===== src/rtl/partial_sum_accumulator.sv =====
// partial_sum_accumulator
//
// Collects groups of partial-sum pairs from an upstream adder stage into a
// wide unsigned accumulator. When a group closes, the result goes out as three
// RADIX-bit limbs: low, high and guard. A group closes either on a beat with
// in_last set, or when it reaches MAX_BEATS beats. Closing by the beat limit
// sets the sticky err_overflow flag.
//
// Ports
//   clk           rising-edge clock
//   rst_n         asynchronous active-low reset
//   in_valid      upstream beat valid
//   in_ready      block can accept a beat (ACCUM only; 0 while in reset)
//   in_res_0/1    two 2*RADIX-bit partial sums per beat
//   in_last       final beat of the current group
//   out_valid     output limb valid (EMIT only)
//   out_ready     downstream accepts the limb
//   out_limb      current limb (low, high, or zero-extended guard bits)
//   out_idx       limb index: 0 = low, 1 = high, 2 = guard
//   out_last      guard limb on the output
//   err_overflow  sticky: a group was closed by the beat limit
module partial_sum_accumulator #(
  parameter int RADIX     = 54,
  parameter int GUARD     = 4,
  parameter int MAX_BEATS = 8
) (
  input  logic               clk,
  input  logic               rst_n,
  input  logic               in_valid,
  output logic               in_ready,
  input  logic [2*RADIX-1:0] in_res_0,
  input  logic [2*RADIX-1:0] in_res_1,
  input  logic               in_last,
  output logic               out_valid,
  input  logic               out_ready,
  output logic [RADIX-1:0]   out_limb,
  output logic [1:0]         out_idx,
  output logic               out_last,
  output logic               err_overflow
);

  localparam int PS_W  = 2 * RADIX;
  localparam int ACC_W = PS_W + GUARD;
  localparam int CNT_W = (MAX_BEATS > 1) ? $clog2(MAX_BEATS) : 1;
  localparam logic [CNT_W-1:0] CNT_LAST  = CNT_W'(MAX_BEATS - 1);
  localparam logic [1:0]       IDX_GUARD = 2'd2;

  typedef enum logic {ACCUM, EMIT} state_t;

  state_t            state_q, state_d;
  logic [ACC_W-1:0]  acc_q, acc_d;
  logic [CNT_W-1:0]  cnt_q, cnt_d;
  logic [1:0]        idx_q, idx_d;
  logic              err_q, err_d;
  // Holds in_ready low until the first clock edge after reset release.
  logic              live_q;

  logic              beat_take;
  logic              limb_take;
  logic [ACC_W-1:0]  beat_sum;

  // Limb selection: the guard bits are zero-extended up to a full limb.
  function automatic logic [RADIX-1:0] limb_sel(input logic [ACC_W-1:0] acc,
                                                input logic [1:0]       idx);
    logic [RADIX-1:0] limb;
    case (idx)
      2'd0:    limb = acc[RADIX-1:0];
      2'd1:    limb = acc[PS_W-1:RADIX];
      2'd2:    limb = RADIX'(acc[ACC_W-1:PS_W]);
      default: limb = '0;
    endcase
    return limb;
  endfunction

  always_comb begin
    in_ready  = (state_q == ACCUM) && live_q;
    out_valid = (state_q == EMIT);
    out_idx   = idx_q;
    out_last  = (state_q == EMIT) && (idx_q == IDX_GUARD);
    out_limb  = limb_sel(acc_q, idx_q);
    err_overflow = err_q;

    beat_take = in_valid && in_ready;
    limb_take = out_valid && out_ready;
    // Both operands are zero-extended first so the carry out of 2*RADIX is kept.
    beat_sum  = ACC_W'(in_res_0) + ACC_W'(in_res_1);

    state_d = state_q;
    acc_d   = acc_q;
    cnt_d   = cnt_q;
    idx_d   = idx_q;
    err_d   = err_q;

    case (state_q)
      ACCUM: begin
        if (beat_take) begin
          // A zero count marks the first beat, which replaces the old result.
          acc_d = ((cnt_q == '0) ? '0 : acc_q) + beat_sum;
          if (in_last || (cnt_q == CNT_LAST)) begin
            state_d = EMIT;
            idx_d   = '0;
            if (!in_last) err_d = 1'b1;
          end else begin
            cnt_d = cnt_q + CNT_W'(1);
          end
        end
      end
      EMIT: begin
        if (limb_take) begin
          if (idx_q == IDX_GUARD) begin
            state_d = ACCUM;
            idx_d   = '0;
            cnt_d   = '0;
          end else begin
            idx_d = idx_q + 2'd1;
          end
        end
      end
      default: begin
        state_d = ACCUM;
        cnt_d   = '0;
        idx_d   = '0;
      end
    endcase
  end

  always_ff @(posedge clk or negedge rst_n) begin
    if (!rst_n) begin
      state_q <= ACCUM;
      acc_q   <= '0;
      cnt_q   <= '0;
      idx_q   <= '0;
      err_q   <= 1'b0;
      live_q  <= 1'b0;
    end else begin
      state_q <= state_d;
      acc_q   <= acc_d;
      cnt_q   <= cnt_d;
      idx_q   <= idx_d;
      err_q   <= err_d;
      live_q  <= 1'b1;
    end
  end

endmodule


===== config.mk =====
export PLATFORM = sky130hd
export DESIGN_NAME = partial_sum_accumulator
export DESIGN_NICKNAME = d
export VERILOG_FILES = /design/src/rtl/partial_sum_accumulator.sv
export SDC_FILE = /design/constraint.sdc
export NUM_CORES = 1
export LEC_CHECK = 0
export ABC_AREA = 1
export CORE_MARGIN = 2
export CORE_UTILIZATION = 50
export CTS_CLUSTER_SIZE = 12
export DETAILED_ROUTE_END_ITERATION = 10
export PLACE_DENSITY = 0.79
export SLEW_MARGIN = 20
export SYNTH_ARGS = -nofsm -noshare
export SYNTH_HDL_FRONTEND = slang
export SYNTH_SLANG_ARGS = --single-unit

===== constraint.sdc =====
create_clock -name clk -period 5.96 [get_ports clk]
set_input_delay 1.49 -clock clk [delete_from_list [all_inputs] [get_ports clk]]
set_output_delay 1.49 -clock clk [all_outputs]
set_load 0.005 [all_outputs]

## Yosys cells after proc, flatten, opt, wreduce, memory -nomap -nowiden

Cells that the tools add are included.

- $add $sub $neg: 4
- Equality and inequality tests: 8
- Multiplexer cells: 17
- Bitwise logic cells: 2
- Reduce and logical (&&, ||, !) cells: 11

Operator list:

| cell | count |
|---|---|
| case mux 54 bit (3 select lines) | 1 |
| adder 112 x 109 -> 112 bit | 1 |
| 2-to-1 mux 112 bit | 1 |
| adder 108 x 108 -> 109 bit | 1 |
| 2-to-1 mux 3 bit | 4 |
| 2-to-1 mux 2 bit | 4 |
| AND reduction 4 bit | 2 |
| != test 2 x 1 -> 1 bit (second input constant) | 3 |
| case mux 3 bit (2 select lines) | 1 |
| logical AND 1 bit | 4 |
| 2-to-1 mux 1 bit | 4 |
| != test 2 bit (second input constant) | 2 |
| case mux 2 bit (2 select lines) | 1 |
| adder 3 x 1 -> 3 bit (second input constant) | 1 |
| == test 3 bit (second input constant) | 1 |
| zero test 3 bit | 1 |
| AND reduction 3 bit | 1 |
| adder 2 x 1 -> 2 bit (second input constant) | 1 |
| == test 2 x 1 -> 1 bit (second input constant) | 1 |
| == test 2 bit (second input constant) | 1 |
| zero test 2 bit | 1 |
| inverter 1 bit | 2 |
| case mux 1 bit (2 select lines) | 1 |
| AND reduction 2 bit | 1 |
| logical OR 1 bit | 1 |

- Flip-flop bits (word level): 120
- Output and inout port bits: 60
- Logic and storage cells: 48

## Depth between registers and ports, before layout

Gate-level depths: netlist of the first run.

- Word-level depth: 5
- Gate-level depth with buffers: 26
- Mapped depth without buffers: 26

## Worst setup path before layout of the first run

OpenSTA, ideal clock, no wires.

- Kind: input to register
- Start: input in_res_0[1]
- End: register acc_q[63]
- Library setup time: 128 ps
- Data arrival time: 3626 ps
- Data required time: 5832 ps
- Slack: 2206 ps
- Stages on the path: 19
- Path buffers: 0
- Path through: inv_1 -> fa_1 -> inv_1 -> ha_1 -> inv_1 -> fa_1 -> inv_1 -> nand3_1 -> nand2_2 -> nand2_1 -> nand2_2 -> nand2_1 -> nand2_1 -> nand2_1 -> nand2_1 -> nand2_1 -> nand2_1 -> xor2_1 -> o21ai_0

- Cells in the longest elaborated chain, start to end: 2

RTL lines:

| item | RTL line | text |
|---|---|---|
| start: declaration | 31 | `input logic [2*RADIX-1:0] in_res_0,` |
| adder 108 x 108 -> 109 bit | 86 | `beat_sum = ACC_W'(in_res_0) + ACC_W'(in_res_1);` |
| adder 112 x 109 -> 112 bit | 98 | `acc_d = ((cnt_q == '0) ? '0 : acc_q) + beat_sum;` |
| end signal: assignment | 130 | `acc_q <= '0;` |
| end signal: assignment | 137 | `acc_q <= acc_d;` |
| end: declaration | 51 | `logic [ACC_W-1:0] acc_q, acc_d;` |

Every way passes these cells.
A chain may end at the register's enable or synchronous reset.

## Worst setup path after layout of the first run

- Start: register cnt_q[0]
- End: register acc_q[89]

- Cells in the longest elaborated chain, start to end: 3

RTL lines:

| item | RTL line | text |
|---|---|---|
| start: declaration | 52 | `logic [CNT_W-1:0] cnt_q, cnt_d;` |
| start signal: assignment | 138 | `cnt_q <= cnt_d;` |
| zero test 3 bit | 98 |  |
| 2-to-1 mux 112 bit | 98 |  |
| adder 112 x 109 -> 112 bit | 98 |  |

Every way passes these cells.

==> out/qor.csv, run 1 <==
metric,value,unit
outcome,"complete, no violations",
cts_tree,yes,
power_density,512,mW/mm^2
worst_setup_path_start_kind,register,
syn-num-nets,3919,
hold_path_class,register to register,
ctsHoldBuffers,0,
drv_cap,0,
synthDistinctLibCells,45,
synth.area.top_cells,"nand2_1 24%, inv_1 15%, dfrtp_1 15%",
layout-drive-gt1-share,7.19,%
fin_crit,5.10,ns
finalWeightedCongestion,1.13,
rows,73,
gr-total-overflow,0,
post_cts_buffers,0,
ys.flop_type,dfrtp_1,
yosysWarnings,0,
cts-root-buf,clkbuf_16,
hold_path_depth,2,
hold-worst-slack,0.481,ns
vias,22700,
grt_pass1_wl,132000,um
htree_num_levels,4,
first_pass_iters,6,
holdCritStartpoint,acc_q[62]$_DFFE_PN0P_,
cts_sinks,120,
yosys.area.top_type_share,23.9,%
die_w,204,um
final-max-slew-violation-count,0,
arrival,5.43,ns
hold_viol_final,0,
fp.dieH,204,um
worstReg2RegStart,cnt_q[0]$_DFFE_PN0P_,
reg2reg_depth,20,
synthArstFlopShare,100,%
ir_drop,0.000244,V
route.detailed.wl_per_inst,21.2,um
hold_path_end,acc_q[62]$_DFFE_PN0P_,
crit_required,6.30,ns
synthTopCellsByCount,"1,279 x nand2_1, 812 x inv_1, 285 x nor2_1, 139 x nand3_1, 120 x dfrtp_1",
io_buffers,280,
drc,0,
clk_latency,0.47,ns
ios,281,
synthAdderAreaFrac,17.8,%
routed_wl,90800,um
yosys.area.top_type,nand2_1,
synthSimpleGateAreaFrac,40.7,%
dp.cells,4246,
vias_per_cell,5.30,
yosysMostFrequentCell,nand2_1,
max_slew_margin,24.4,%
antenna_found_initial,1,
area_growth,20.0,%
critical_path_class,register to register,
final_net_count,4181,
yosysSeqAreaShare,15.0,%
worst_pin_slew,1.13,ns
dp_hpwl,77900,um
rsz0062_at_grt,false,
synth_compound_area_share,7.17,%
end_kind,register,
clk_pin_slew_worst_paths,0.06,ns
synth_top_family_by_area,simple AND/OR/NAND/NOR gates,
min_period_over_period,85.5,%
grt_pass1_vias,21800,
fin_cells,4279,
core,0.0396,mm^2
synth_cells,3478,
grt_start_max_net_pins,84,
synth_edf_count,0,
gr-usage-all-layers,43.8,%
synth.cell_area,0.0201,mm^2
synth-xor-area-share,2.27,%
leakage,13.6,nW
fin_skew,0.0202,ns
setup_violations,0,
drt_iter0_drc,2473,
cts-resized-gates,0,
finalSetupTns,0,ns
cts_buffers,17,
syn_area_per_cell,5.77,um^2
start_util,50.6,%
worstPathMaxFanout,83,
worstReg2RegEnd,acc_q[89]$_DFFE_PN0P_,
synth_seq_cells,120,
clockBufferDepth,2,
max_freq,196,MHz
dieArea,0.0417,mm^2
r2r_setup_slack,0.86,ns
ant_nets,0,
synth_mux_area_share,0,%
critical path, cell delays in order (launching register included):
cell	delay [ns]
dfrtp_1	0.38
inv_1	0.10
ha_1	0.17
inv_1	0.06
nor2_4	0.10
buf_12	0.37
buf_4	0.32
nor2_1	0.08
fa_1	0.45
ha_1	0.58
nand2_2	0.13
nor2_1	0.17
inv_1	0.16
nor2_1	0.32
nand2_1	0.16
nor2_1	0.27
nand3_1	0.14
nand3_1	0.34
nand2_1	0.34
nand3_1	0.17
o21ai_1	0.08
per-layer routing:
| layer | share of wire (%) | GRT usage (%) | routed length [um] |
|---|---|---|---|
| met3 | 10 | 8.45 | 9090 |
| met5 | 0 | 0 | 0 |
| met2 | 44 | 69.5 | 40100 |
| met4 | 6.5 | 25.3 | 5890 |
| met1 | 39 | 55.6 | 35700 |
power breakdown:
part	switching (mW)	internal [mW]	total [mW]
Combinational	6.67	3.08	9.75
Sequential	0.198	1.18	1.38
Clock	0.493	0.708	1.20
Total	7.36	4.97	12.3
how the worst max path moves through the flow:
stage / from / end / slack (ns) / cells after the start
3_3_place_gp: in_res_0[71] / acc_q[89]$_DFFE_PN0P_ / 0.59 / 14
4_1_cts: cnt_q[0]$_DFFE_PN0P_ / acc_q[89]$_DFFE_PN0P_ / 1.04 / 20
2_1_floorplan: in_res_0[1] / acc_q[63]$_DFFE_PN0P_ / 2.21 / 19
5_1_grt: cnt_q[0]$_DFFE_PN0P_ / acc_q[89]$_DFFE_PN0P_ / 0.73 / 20
3_5_place_dp: in_res_0[71] / acc_q[89]$_DFFE_PN0P_ / 0.69 / 14
6_report: cnt_q[0]$_DFFE_PN0P_ / acc_q[89]$_DFFE_PN0P_ / 0.86 / 20
cell families (layout without fill, tap and decap cells):
kind of cell / count (synthesis) / count (layout)
simple gates: 1920 / 1920
buf+inv: 904 / 1179
compound gates: 261 / 261
fa+ha+maj: 220 / 220
flops: 120 / 120
xor+xnor: 52 / 52
other cells: 1 / 2
registers in the layout (all words and copies together), names as in the netlist:
signal        count
live_q            1
acc_q           112
out_valid         1
out_idx           2
cnt_q             3
err_overflow      1
final cells by class:
type	instances	area (um^2)
antenna	1	2.50
clock buffer	17	425
clock inverter	15	213
fill	4025	15600
inverter	859	3230
multi-input combinational	2454	13600
sequential	120	3000
tap	525	657
timing repair buffer	288	2900
stage by stage:
stage                     cell area (um^2)  setup slack [ns]  util [%]  power [mW]
final                                24100             0.863      60.7        12.3
after global routing                 24100             0.731      60.7        13.1
after CTS                            24100              1.04      60.7        12.0
after detailed placement             23400             0.686      59.1        10.8
after global placement               23400             0.589      59.1        10.7
after floorplan                      20100              2.21         -        7.13
placed cells by master, fill, tap and decap left out, types with 4 or more instances in the layout:
master,count
clkbuf_16,17
nand2_2,56
buf_4,6
ha_1,111
nor3_1,4
o21ai_0,58
nor2_1,285
inv_2,42
or2_1,4
nor3_2,10
nand3_1,139
fa_1,109
xnor2_1,41
o21ai_1,40
a21oi_1,88
clkdlybuf4s50_1,279
nor2_4,13
inv_1,812
clkinv_4,5
dfrtp_1,120
o221ai_1,4
xor2_1,11
nand4_1,18
nand3_2,21
bufinv_16,4
o21bai_1,8
nor2_2,70
nand2_1,1278
and2_1,7
inv_6,5
o22ai_1,55
Power figures use the tool's default switching activity.
==> run 2, diff against run 1 <==
Settings changed: CORE_MARGIN 2 to default.
==> out/qor.csv, run 2 (same netlist as run 1, synthesis figures left out) <==
metric,value,unit
hold_path_depth,2,
holdCritStartpoint,acc_q[82]$_DFFE_PN0P_,
path_delay_family,simple AND/OR/NAND/NOR gates,
final-max-slew-violation-count,0,
antenna_cells,0,
regMostFlops,acc_q,
max_freq,195,MHz
worst_setup_path_start_kind,register,
post_dp_cell_area,0.0234,mm^2
worst_pin_slew,1.17,ns
clk_pin_slew_worst_paths,0.07,ns
hold_path_class,register to register,
vias_per_cell,5.27,
area_growth,19.6,%
layout-drive-gt1-share,7.27,%
cts_sinks,120,
outcome,"complete, no violations",
leakage,13.5,nW
start_util,51.3,%
ant_nets,0,
cp-startpoint,cnt_q[0]$_DFFE_PN0P_,
cts-root-buf,clkbuf_16,
end_kind,register,
worstReg2RegEnd,acc_q[79]$_DFFE_PN0P_,
ios,281,
die_w,202,um
layout_setup_ws,0.839,ns
dieArea,0.0409,mm^2
drv_cap,0,
final_net_count,4185,
hold_viol_final,0,
io_buffers,280,
r2r_setup_slack,0.84,ns
first_pass_iters,6,
core,0.0391,mm^2
htree_num_levels,4,
finalWeightedCongestion,1.11,
clockBufferDepth,2,
grt_pass1_wl,127000,um
crit_required,6.32,ns
grt_pass1_vias,21100,
cts_tree,yes,
gr-total-overflow,0,
drt_iter0_drc,2342,
cts-resized-gates,0,
antenna_found_initial,2,
worstPathMaxFanout,58,
dp_hpwl,74400,um
pre_cts_ws,0.792,ns
largest_reg_flops,112,
cts_buffers,17,
ctsHoldBuffers,0,
ir_drop,0.000284,V
route.detailed.wl_per_inst,20.2,um
total_power,12.1,mW
power_density,503,mW/mm^2
hold-worst-slack,0.480,ns
layout_commonest_cell,nand2_1,
worstReg2RegStart,cnt_q[0]$_DFFE_PN0P_,
max_slew_margin,21.7,%
cp_num_buf_inv,7,
dp.cells,4243,
routed_wl,86300,um
critical_path_class,register to register,
layout_common_cells,"1,278 x nand2_1, 812 x inv_1, 285 x nor2_1",
fp.dieH,202,um
hold_path_end,acc_q[82]$_DFFE_PN0P_,
reg2reg_depth,26,
rsz0062_at_grt,false,
gr-usage-all-layers,42.5,%
fin_cells,4275,
arrival,5.48,ns
critPathMaxStageDelay,0.50,ns
final_area,0.0240,mm^2
min_period_over_period,85.9,%
finalSetupTns,0,ns
post_cts_buffers,0,
crit_top_cell,nand2_1,
fin_crit,5.12,ns
grt_start_max_net_pins,64,
rows,72,
fin_skew,0.0128,ns
drc,0,
setup_violations,0,
final_core_util,61.3,%
worst_path_max_delay_cell,nor2_4,
clk_latency,0.49,ns
vias,22500,
-- run 2: changes by cell type in the layout (fill, tap and decap cells not counted), sizes merged --
cell	previous run	this run
clkbuf	17	18
diode	1	0
buf	9	13
bufinv	4	1
inv	859	860
clkinvlp	0	4
clkinv	11	8
-- run 2: report_power, final --
group / leakage (nW) / switching [mW] / internal (mW)
clock: 0.265 / 0.509 / 0.581
combinational: 11.8 / 6.53 / 3.07
sequential: 1.50 / 0.190 / 1.18
total: 13.5 / 7.23 / 4.83
-- run 2: final cells by class --
type / instances / area, um^2
repair buffers: 292 / 2900
multi-input cells: 2454 / 13600
fillers: 4133 / 15100
clock buffers: 18 / 429
clock inverters: 14 / 139
inverters: 859 / 3230
flip-flops and latches: 120 / 3000
well taps: 518 / 648
-- run 2: how the worst max path moves through the flow --
stage,cells past startpoint,endpoint,slack (ns)
CTS,26,acc_q[79]$_DFFE_PN0P_,0.91
floorplan,19,acc_q[63]$_DFFE_PN0P_,2.21
global route,26,acc_q[79]$_DFFE_PN0P_,0.59
finish,26,acc_q[79]$_DFFE_PN0P_,0.84
detailed placement,21,acc_q[79]$_DFFE_PN0P_,0.79
global placement,21,acc_q[79]$_DFFE_PN0P_,0.76
-- run 2: routing by layer --
metal  vias to the layer above  GRT usage [%]  part of all wire, %
met5                         -              0                0.051
met4                         6           23.6                  6.0
met3                       202           8.40                   10
met2                      1141           65.3                   43
met1                     10400           55.9                   41
li1                      10800              -                    -
-- run 2: tightest hold or removal path: cells and delay by family, from the launching register on --
family | cells | cell delay, ns
AND/OR/NAND/NOR | 2 | 0.11
flip-flops | 1 | 0.34
==> run 3, diff against run 2 <==
Settings changed: HOLD_SLACK_MARGIN from default to 0.08.
==> results of run 3 <==
No change in the layout: final DEF, timing and power equal those of run 2.
